### config.mk
export PLATFORM = sky130hd
export DESIGN_NAME = calc_arbiter
export DESIGN_NICKNAME = d
export VERILOG_FILES = /design/src/rtl/calc_arbiter.sv
export SDC_FILE = /design/constraint.sdc
export NUM_CORES = 1
export LEC_CHECK = 0
export BUFFER_PORTS_ARGS = -buffer_cell sky130_fd_sc_hd__clkbuf_2
export CAP_MARGIN = 20
export CORE_MARGIN = 5
export CORE_UTILIZATION = 45
export DETAILED_ROUTE_END_ITERATION = 10
export GPL_TIMING_DRIVEN = 0
export PLACE_DENSITY = 0.71
export SKIP_CTS_REPAIR_TIMING = 1
export SLEW_MARGIN = 30
export SYNTH_ARGS = -nofsm -noshare
export SYNTH_HDL_FRONTEND = slang
export SYNTH_SLANG_ARGS = --single-unit
### constraint.sdc
create_clock -name clk -period 4.1 [get_ports clk]
set_input_delay 0.82 -clock clk [delete_from_list [all_inputs] [get_ports clk]]
set_output_delay 0.82 -clock clk [all_outputs]
set_load 0.005 [all_outputs]
### src/rtl/calc_arbiter.sv
// Two-requester round-robin front end sharing one add/sub/abs datapath (IDLE -> CALC -> RESP).
// Define CALC_ARB_OVF_STICKY_EN to add the sticky overflow flag (ovf_sticky/ovf_clr).
module calc_arbiter #(
  parameter int unsigned W = 16
) (
  input  logic         clk,
  input  logic         rst_n,
  input  logic         req0_valid,
  output logic         req0_ready,
  input  logic [2:0]   req0_op,
  input  logic [W-1:0] req0_a,
  input  logic [W-1:0] req0_b,
  input  logic         req1_valid,
  output logic         req1_ready,
  input  logic [2:0]   req1_op,
  input  logic [W-1:0] req1_a,
  input  logic [W-1:0] req1_b,
`ifdef CALC_ARB_OVF_STICKY_EN
  output logic         ovf_sticky,
  input  logic         ovf_clr,
`endif
  output logic         rsp_valid,
  input  logic         rsp_ready,
  output logic         rsp_id,
  output logic [W-1:0] rsp_r,
  output logic         rsp_ovf
);

  typedef enum logic [1:0] {StIdle, StCalc, StResp} state_e;

  state_e       state_q;
  logic [2:0]   op_q;
  logic [W-1:0] a_q, b_q;
  logic         id_q;
  logic         prio_q;  // 1: req1 wins a tie (req0 was served last)

  logic         gnt_id;
  logic [W-1:0] x, y, sum, abs_src, abs_r, dp_r;
  logic         add_ovf, abs_ovf, dp_ovf;

  // Readies are gated by rst_n so that every output is 0 while reset is asserted.
  always_comb begin
    gnt_id     = req1_valid & (~req0_valid | prio_q);
    req0_ready = rst_n & (state_q == StIdle) & req0_valid & ~gnt_id;
    req1_ready = rst_n & (state_q == StIdle) & req1_valid & gnt_id;
  end

  // Shared datapath: op[2] swaps operand order, op[1] selects abs.
  always_comb begin
    x = op_q[2] ? b_q : a_q;
    y = op_q[2] ? a_q : b_q;
    sum = op_q[0] ? (x - y) : (x + y);
    if (op_q[0]) begin
      add_ovf = (x[W-1] != y[W-1]) && (sum[W-1] != x[W-1]);
    end else begin
      add_ovf = (x[W-1] == y[W-1]) && (sum[W-1] != x[W-1]);
    end
    abs_src = op_q[2] ? a_q : b_q;
    abs_r   = abs_src[W-1] ? (-abs_src) : abs_src;
    abs_ovf = abs_src[W-1] & ~(|abs_src[W-2:0]);
    dp_r    = op_q[1] ? abs_r : sum;
    dp_ovf  = op_q[1] ? abs_ovf : add_ovf;
  end

  always_ff @(posedge clk or negedge rst_n) begin
    if (!rst_n) begin
      state_q   <= StIdle;
      op_q      <= '0;
      a_q       <= '0;
      b_q       <= '0;
      id_q      <= 1'b0;
      prio_q    <= 1'b0;
      rsp_valid <= 1'b0;
      rsp_id    <= 1'b0;
      rsp_r     <= '0;
      rsp_ovf   <= 1'b0;
    end else begin
      case (state_q)
        StIdle: begin
          if (req0_valid | req1_valid) begin
            id_q    <= gnt_id;
            op_q    <= gnt_id ? req1_op : req0_op;
            a_q     <= gnt_id ? req1_a : req0_a;
            b_q     <= gnt_id ? req1_b : req0_b;
            prio_q  <= ~gnt_id;
            state_q <= StCalc;
          end
        end
        StCalc: begin
          rsp_r     <= dp_r;
          rsp_ovf   <= dp_ovf;
          rsp_id    <= id_q;
          rsp_valid <= 1'b1;
          state_q   <= StResp;
        end
        StResp: begin
          if (rsp_ready) begin
            rsp_valid <= 1'b0;
            state_q   <= StIdle;
          end
        end
        default: state_q <= StIdle;
      endcase
    end
  end

`ifdef CALC_ARB_OVF_STICKY_EN
  // Set has priority over clear.
  always_ff @(posedge clk or negedge rst_n) begin
    if (!rst_n) begin
      ovf_sticky <= 1'b0;
    end else if (rsp_valid & rsp_ready & rsp_ovf) begin
      ovf_sticky <= 1'b1;
    end else if (ovf_clr) begin
      ovf_sticky <= 1'b0;
    end
  end
`endif

endmodule

==> results of run 1 <==
-- sequential cells by signal, indices dropped and copies added (netlist names) --
signal / count
prio_q: 1
op_q: 3
state_q: 2
rsp_valid: 1
a_q: 16
id_q: 1
rsp_r: 16
rsp_ovf: 1
rsp_id: 1
b_q: 16
-- critical path, cell delays in order, from the launching register on --
cell     delay (ns)
dfrtp_2        0.41
buf_12         0.17
buf_4          0.22
mux2_2         0.39
inv_1          0.06
ha_1           0.22
o21ai_2        0.15
nor2b_2        0.20
a31oi_1        0.12
xor2_1         0.18
ha_2           0.34
a21oi_1        0.16
o21ai_0        0.13
a31oi_1        0.21
o31ai_2        0.10
xnor2_1        0.16
or3_1          0.35
a31oi_1        0.18
-- metrics by stage --
step	setup TNS [ns]	cell area, um2	utilization	hold slack (ns)
CTS	-2.65	5050	0.549	0.364
global route	0	5110	0.556	0.375
floorplan	0	4240	-	0.439
global placement	-1.97	4850	0.528	0.465
detailed placement	-2.64	4880	0.531	0.470
finish	0	5110	0.556	0.364
-- worst paths after layout --
path / slack (ns) / cells past startpoint / to
max in group asynchronous: 3.22 / 2 / op_q[2]
max reg2reg: 0.27 / 17 / rsp_ovf
min: 0.36 / 1 / rsp_r[11]
min in group clk: 0.48 / 2 / rsp_r[3]
max: 0.27 / 17 / rsp_ovf
min reg2reg: 0.48 / 2 / rsp_r[3]
-- cells in the mapped netlist (all sizes together) (3+ instances only) --
library cell,number,share of area
a21oi,31,0.037
or3,5,0.0086
xor2,22,0.045
ha,17,0.050
mux2i,21,0.050
o21ai,31,0.037
a21o,5,0.0089
and2,3,0.0044
nand2,33,0.029
buf,8,0.011
a31oi,5,0.0074
mux2,15,0.040
nand3,5,0.0059
a222oi,35,0.083
nor4b,4,0.013
nor3,5,0.0086
nor2,33,0.029
nor2b,8,0.012
xnor2,15,0.031
dfrtp,58,0.34
o31ai,3,0.0077
nand2b,12,0.018
clkbuf,18,0.016
inv,44,0.039
-- cell type report --
type	instances	area (um2)
Clock inverter	5	30.0
Inverter	45	169
Clock buffer	11	141
Buffer	24	111
Tap cell	111	139
Multi-Input combinational cell	337	2530
Fill cell	883	4080
Sequential cell	58	1450
Timing Repair Buffer	99	538
-- logic make-up after synthesis --
kind of cell	count (synthesis)
adder cells (fa/ha/maj)	18
AND/OR/NAND/NOR	118
AO/OA/AOI/OAI	128
XOR/XNOR	37
flip-flops	58
buffers and inverters	71
multiplexers	36
-- layer usage --
layer,vias to the layer above,GRT usage,share of wire
li1,1924,-,-
met1,1812,0.282,0.45
met2,179,0.330,0.44
met3,22,0.0409,0.087
met4,0,0.0740,0.023
met5,-,0,0
==> results.txt, run 1 <==
- For this design, the sink count on the clock tree is 58.
- Setup violations remaining at the end of the flow were counted as 0.
- After synthesis, the share of cell area in mux cells is 0.0894.
- DIE AREA: 11500 um2
- Of the total synthesized cell area, the portion taken by AND, OR, NAND and NOR gates is 0.149.
- # IOs: 96
* Setup clock skew after layout: 0.0118 ns
* Starting density of the core: 0.461
- For the pin with the worst max-slew slack, the measured transition is 0.697 ns.
- Final Hold Violating Endpoints: 0
- Nets: 667
- Number of nets produced by synthesis: 559
- Among all flip-flop cells after synthesis, the most frequent one is dfrtp_1.
- Xor-xnor portion of the synthesized cell area: 0.0764
* Router iterations before antenna repair: 6
- Total global-route track usage: 0.208
* Share of the yosys chip area belonging to registers: 0.342
* Average footprint of a synthesized cell: 9.10 um2
* Placeable Area: 9200 um2
* DR vias/cell: 5.71
- The longest clock path from root to sink contains 2 buffers.
* Syn-to-layout area delta: 20.6%
- Congestion Overflow GR: 0
* Crit path setup slack, layout: 0.271 ns
- Synthesis inferred 58 register bits.
- Worst-skew pair later-pin latency: 0.35 ns
- Cell count after placement: 673
- Combinational family with the most area after synthesis: compound AO/OA/AOI/OAI gates
- The worst setup path is launched from a flip-flop.
* HPWL after DPL: 9410 um
* Global-route wire length before repair: 19100 um
- The count of buffers added on input and output ports is 95.
- Warnings from Yosys: 0
- The H-tree was split into 3 levels.
- Final RePlAce weighted congestion: 0.872
* CP Capture Type: flip-flop
* Root buf cell: clkbuf_8
- In this run the critical register-to-register path is launched from op_q[2].
- The number of antenna diodes in the final layout is 0.
- In the routed design, unresolved DRC markers number 0.
* Number of buffers created by CTS: 9
* Die outline width: 107 um
- Detailed Route WL: 11600 um
- Adder-cell area share of the yosys netlist: 0.0549
* Final critical-path share of the clock period: 0.934
* Max_cap viols: 0
- The final route contains 3937 vias.
* Largest net degree at the start of global routing: 43
- First DRT Iteration DRCs: 342
- Cell Count, Final, Fillers Out: 690
- Highest-count cells in the layout ignoring fill and taps: clkbuf_2 (94), dfrtp_1 (57), inv_1 (44)
- Vert. Die Dim: 107 um
* Floorplan row count: 35
* Number of nets still failing antenna checks after routing: 0
- Final period demand of the worst path: 3.83 ns
- Post-synthesis compound-gate area fraction: 0.221
- Maximum frequency from static timing analysis: 261 MHz
* Post-synth ARST share: 1.00
- Number of enable-type register cells in the synthesized netlist: 0
- After technology mapping, the gate count stands at 466.
* Share of post-route cells with drive strength above 1: 0.257
* Class of the tightest hold or removal check: input port to async pin
- Number of antenna violations at the first check in global routing: 0
- CTS tree: yes
- Dpl ws: -0.549 ns
- In the final routed layout, each cell accounts on average for 16.8 um.
- Of all nets on the critical path, the largest fanout is 14.
* Req. time, crit path: 4.36 ns
- The cell area that synthesis handed to floorplanning was 4240 um2.
- Worst rel slew slack: 0.533
- Category of the critical setup timing path: flip-flop to flip-flop
* Clock-pin slew on the worst setup and hold paths: 0.07 ns
- Tracing the worst setup path back leads to its startpoint at op_q[2].
- Worst EP arrival: 4.08 ns
- Unrepaired setup endpoints after global routing: no
* Vias in the first global route: 3927
- Cell variety after synth: 59
- Final max-slew violation count: 0
- Run status: finished clean
- Leaving out fill and tap cells, the most frequent cell in the layout is clkbuf_2.
Power of run 1 is not shown: default switching activity piles up to over one toggle a cycle in this logic, so the estimate is an artifact.
==> inputs of run 2 (changes only) <==
Settings changed: BUFFER_PORTS_ARGS -buffer_cell sky130_fd_sc_hd__clkbuf_2 to default, DONT_BUFFER_PORTS from default to 1, PLACE_DENSITY 0.71 to default.
==> run 2 against run 1 <==
  * Wire length fell by 1.9%
  * Register-to-register slack improved by 0.04 ns
  * Final area fell by 9.9%
  * Non-clock buffer count fell by 96
  * Clock skew rose by 0.00064 ns
  * Largest cell class unchanged
  * Fmax rose by 0.98%
  * Flip-flop and latch count did not move
  * First-iteration DRC count fell by 4.1%
  * Count of clock-buffer cells in the layout did not move
  * Critical path type unchanged
  * Sequential share of layout area rose by 3.1 points
==> results.txt, run 2 (synthesized netlist as in run 1, its figures left out) <==
- Cell count after placement: 577
- Measured along the x axis, the die boundary spans 107 um.
* Router iterations before antenna repair: 7
- At the end of routability-driven placement, the weighted congestion stood at 0.892.
* Share of post-route cells with drive strength above 1: 0.114
* Final max-slew violation count: 0
- Instance area after placement: 4380 um2
- Class of the tightest hold or removal check: input port to async pin
- Number of antenna violations at the first check in global routing: 0
* CTS tree: yes
- The count of cells in the finished layout, fillers not included, comes to 594.
- Compared with the post-synthesis result, the final layout area differs by 8.71%.
* Worst rel slew slack: 0.508
* Final Hold Violating Endpoints: 0
- Dividing the final minimum period by the clock period gives 0.925.
* Congestion Overflow GR: 0
- STA classifies the critical path endpoint as a flip-flop.
* Final core occ: 0.501
- Dividing the detail-routed wire length by the instance count gives 19.2 um.
- After detailed routing, the number of remaining DRC violations is 0.
- Buffers inserted during clock tree synthesis total 9.
* Critical Path Source Type: flip-flop
- Critical R2R Launch: op_q[2]
* Clock-pin slew on the worst setup and hold paths: 0.07 ns
- The core region is 9200 um2.
- Total global-route track usage: 0.203
- The library cells used most frequently in the layout, excluding fill and tap cells, are dfrtp_1 (57), inv_1 (44), a222oi_1 (35).
- Entering global routing, the biggest net connects 61 pins.
* Maximum root-to-sink buffer count: 2
* Slew at the pin closest to its max-slew limit: 0.735 ns
- Worst reg-to-reg setup slack: 0.31 ns
- Once detail routing completed, the nets flagged for antenna violations numbered 0.
* # diodes: 0
- Via count of the routed design: 3508
- The endpoint identified for the worst register-to-register timing path is rsp_ovf.
* Req. time, crit path: 4.35 ns
* Max_cap viols: 0
* Vias in the first global route: 3559
- DR vias/cell: 5.91
* DIE AREA: 11500 um2
- At the later pin of the worst-skew pair, clock insertion delay measures 0.34 ns.
- After floorplanning, the core was divided into 35 placement rows.
- Layout filler cell count: 911
- Setup repair after global routing left no endpoint under its margin.
- Wires add up to 11400 um.
* Worst setup path startpoint: op_q[2]
- CTS H-tree depth: 3
* # IOs: 96
* Global-route wire length before repair: 18400 um
- By startpoint and endpoint, the worst setup path is classified as flip-flop to flip-flop.
- The flow ran to the end, and the final reports show no timing, DRC or antenna violations.
* Crit-path max FO: 14
- Input and output buffers added on the ports amount to 0.
- Timing analysis after detailed placement gives a worst setup slack of -0.566 ns.
- Data arrives at the worst endpoint at 4.04 ns.
* Setup clock skew after layout: 0.0124 ns
- Measured in cells, the most critical reg-to-reg path has a length of 17.
- The library cell used most frequently in the layout, excluding fill and tap cells, is dfrtp_1.
- Nets: 571
- The tree is rooted in a clkbuf_8.
* Maximum frequency from static timing analysis: 264 MHz
- Largest registers: a_q: 16 flops, b_q: 16 flops, rsp_r: 16 flops
- Crit path setup slack, layout: 0.309 ns
- Critical Path Sink: rsp_ovf
* Number of endpoints failing setup at the final stage: 0
* HPWL after DPL: 9120 um
* Starting density of the core: 0.461
* Vert. Die Dim: 107 um
* Clock sink total: 58
- Final period demand of the worst path: 3.79 ns
- The finished cells cover 4610 um2.
- For this block, the initial DRC count from the detailed router was 328.
[run 2: changes by cell type in the layout (fill, tap and decap cells not counted), sizes merged]
cell    change
clkbuf     -95
buf         -1
[run 2: cell type report]
cell class | count | area (um2) | area share
clock buffers | 11 | 141 | 0.0307
repair buffers | 3 | 40.0 | 0.00869
plain buffers | 24 | 111 | 0.0242
clock inverters | 5 | 30.0 | 0.00652
multi-input cells | 337 | 2520 | 0.548
flip-flops and latches | 58 | 1450 | 0.315
inverters | 45 | 169 | 0.0367
well taps | 111 | 139 | 0.0301
[run 2: worst max-delay path, cell delays in order, from the launching register on]
cell     delay, ns
dfrtp_2       0.40
buf_12        0.16
buf_4         0.21
mux2_2        0.39
inv_1         0.06
ha_2          0.20
o21ai_2       0.12
nor3_4        0.23
nor2_1        0.08
xor2_1        0.16
ha_1          0.35
a21oi_1       0.19
o21ai_0       0.14
a31oi_1       0.20
o31ai_2       0.10
xnor2_1       0.18
or3_1         0.35
a31oi_1       0.19
[run 2: per-stage QoR]
| stage | hold slack [ns] | TNS [ns] |
|---|---|---|
| 2_1_floorplan | 0.439 | 0 |
| 3_3_place_gp | 0.478 | -2.50 |
| 3_5_place_dp | 0.491 | -2.59 |
| 4_1_cts | 0.163 | -2.82 |
| 5_1_grt | 0.150 | 0 |
| 6_report | 0.172 | 0 |
[run 2: metal layers]
metal  wire length [um]  GRT usage  up-vias  share of wire
li1                   -          -     1725              -
met1               5260      0.274     1651           0.46
met2               5160      0.319      125           0.45
met3                902     0.0584        7          0.079
met4                 74     0.0557        0         0.0065
met5                  0          0        -              0
[run 2: worst min-delay path by stage]
stage / end / from / depth (start not counted)
after floorplan: rsp_id / id_q / 2
after global placement: prio_q / prio_q / 1
after detailed placement: prio_q / prio_q / 1
after CTS: a_q[0] / rst_n / 0
after global routing: a_q[0] / rst_n / 0
final: a_q[0] / rst_n / 0
Power of run 2 is left out for the same reason.
==> inputs of run 3 (changes only) <==
Settings changed: CORE_UTILIZATION 45 to 58, PLACE_DENSITY from default to 0.76, SKIP_CTS_REPAIR_TIMING 1 to default.
==> run 3 against run 2 <==
  * Clock skew about the same
  * Flip-flop and latch count unchanged
  * Core utilization increased by 14 points
  * Final area decreased by 0.27%
  * Wire length decreased by 2.9%
  * First-iteration DRC count decreased by 11%
  * Register-to-register slack got worse by 0.05 ns
  * Worst hold slack got worse by 0.019 ns
  * Non-clock buffer count increased by 1
  * Global-route usage increased by 5.1 points
  * Critical path depth unchanged
  * Count of clock-buffer cells in the layout unchanged
==> results.txt, run 3 (synthesized netlist as in run 1, its figures left out) <==
- Run status: finished clean
* CTS H-tree depth: 3
* # DRC: 0
- Post-layout instance area: 4600 um2
* Placeable Area: 7180 um2
- Number of antenna violations at the first check in global routing: 0
* Die outline width: 95.5 um
- Entering global routing, the biggest net connects 61 pins.
* Avg WL per Cell: 19.0 um
* Final critical-path share of the clock period: 0.938
- Final core occ: 0.640
* Setup clock skew after layout: 0.0125 ns
- Total global-route track usage: 0.254
* # port buffers: 0
* Reg2reg path depth: 17
- Starting density of the core: 0.591
- The setup path with the least slack is of type flip-flop to flip-flop.
* Instance area after placement: 4370 um2
- The signal on the critical path passes through buf_12, buf_4, mux2_2, inv_1, ha_1, o21ai_2, nor2b_2, a31oi_1, xor2_1, ha_2, a21oi_1, o21ai_0, a31oi_1, o31ai_2, xnor2_1, or3_1, a31oi_1.
- Vias in the first global route: 3460
- Most frequent standard cell in the layout excluding fill and tap cells: dfrtp_1
- Worst rel slew slack: 0.508
- Along the worst path, the maximum fanout reaches 14.
- TritonCTS built the clock tree.
* Worst-skew pair later-pin latency: 0.35 ns
* Floorplan row count: 31
* Max_cap viols: 0
- OpenSTA, run right after detailed placement, puts the worst setup slack at -0.577 ns.
- Largest registers: a_q: 16 flops, b_q: 16 flops, rsp_r: 16 flops
* Class of the tightest hold or removal check: input port to async pin
* Congestion Overflow GR: 0
* Final max-slew violation count: 0
* Number of buffers created by CTS: 9
* RR Endpoint: rsp_ovf
- Final sum of negative setup slack: 0 ns
- During I/O placement, the number of pins put on the boundary was 96.
- Clock sink total: 58
- The final layout contains routed wiring with a total length of 11100 um.
- The setup check on the worst reg-to-reg path leaves a slack of 0.25 ns.
- STA classifies the critical path endpoint as a flip-flop.
- Slew at the pin closest to its max-slew limit: 0.735 ns
* Crit path setup slack, layout: 0.254 ns
* Syn-to-layout area delta: 8.41%
- On the worst path, the slowest cell contributes a delay of 0.40 ns.
* Critical Path Most Common Cell: a31oi_1
- The first global-routing pass estimated 17700 um of wire.
- Worst EP arrival: 4.12 ns
- Root buf cell: clkbuf_8
* CP max-delay cell: dfrtp_2
- Summed over all nets, the half-perimeter wirelength after detailed placement is 8740 um.
* Clock-pin slew on the worst setup and hold paths: 0.07 ns
- Req. time, crit path: 4.37 ns
* Nets: 572
- DR vias/cell: 6.17
- # diodes: 0
- The library cells used most frequently in the layout, excluding fill and tap cells, are dfrtp_1 (57), inv_1 (44), a222oi_1 (35).
- In the final layout, the share of cells above drive strength 1 is 0.112.
- Setup repair after global routing left no endpoint under its margin.
* Final RePlAce weighted congestion: 0.899
- Setup violations remaining at the end of the flow were counted as 0.
- DIE AREA: 9120 um2
* Critical Path Source Type: flip-flop
* Router iterations before antenna repair: 7
- The count of endpoints failing hold in the final timing report is 0.
- Maximum frequency from static timing analysis: 260 MHz
* Final period demand of the worst path: 3.85 ns
* First DRT Iteration DRCs: 292
* Via count of the routed design: 3599
- The count of nets left with antenna violations once routing finished came out at 0.
* Critical R2R Launch: op_q[2]
* Vert. Die Dim: 95.5 um
- Maximum root-to-sink buffer count: 2
[run 3: changes by cell type in the layout (fill, tap and decap cells not counted)]
cell,delta
buf_4,+1
ha_1,+2
ha_2,-2
[run 3: cell type report]
class | instances | area [um2]
Tap cell | 99 | 124
Clock buffer | 11 | 141
Buffer | 24 | 111
Sequential cell | 58 | 1450
Clock inverter | 5 | 30.0
Multi-Input combinational cell | 337 | 2520
Fill cell | 603 | 2580
Timing Repair Buffer | 4 | 47.5
Inverter | 45 | 169
[run 3: repair_timing]
action / in CTS / in global routing
pin swaps: 0 / 1
endpoints found under the setup margin: 9 / 4
setup buffers: 0 / 3
cloned: 0 / 1
gates resized for setup: 3 / 4
hold buffers: 0 / 0
[run 3: worst max path at each step]
stage              end     from
2_1_floorplan  rsp_ovf  op_q[2]
3_3_place_gp   rsp_ovf  op_q[2]
3_5_place_dp   rsp_ovf  op_q[2]
4_1_cts        rsp_ovf  op_q[2]
5_1_grt        rsp_ovf  op_q[2]
6_report       rsp_ovf  op_q[2]
[run 3: through the flow]
stage,hold WS [ns],instances
after floorplan,0.439,466
after global placement,0.490,565
after detailed placement,0.509,565
after CTS,0.151,579
after global routing,0.133,583
final,0.153,583
[run 3: worst max-delay path: cells and delay by family (launching register included)]
kind	cells	cell delay [ns]
mux	1	0.39
buf+inv	3	0.43
flops	1	0.40
fa+ha+maj	2	0.56
xor+xnor	2	0.36
compound gates	7	1.07
simple gates	2	0.56
[run 3: metal layers]
| layer | routed length [um] | up-vias | GRT usage |
|---|---|---|---|
| li1 | - | 1726 | - |
| met4 | 209 | 0 | 0.0877 |
| met5 | 0 | - | 0 |
| met3 | 1030 | 21 | 0.0773 |
| met2 | 4930 | 138 | 0.390 |
| met1 | 4900 | 1714 | 0.342 |
Power of run 3 is left out for the same reason.
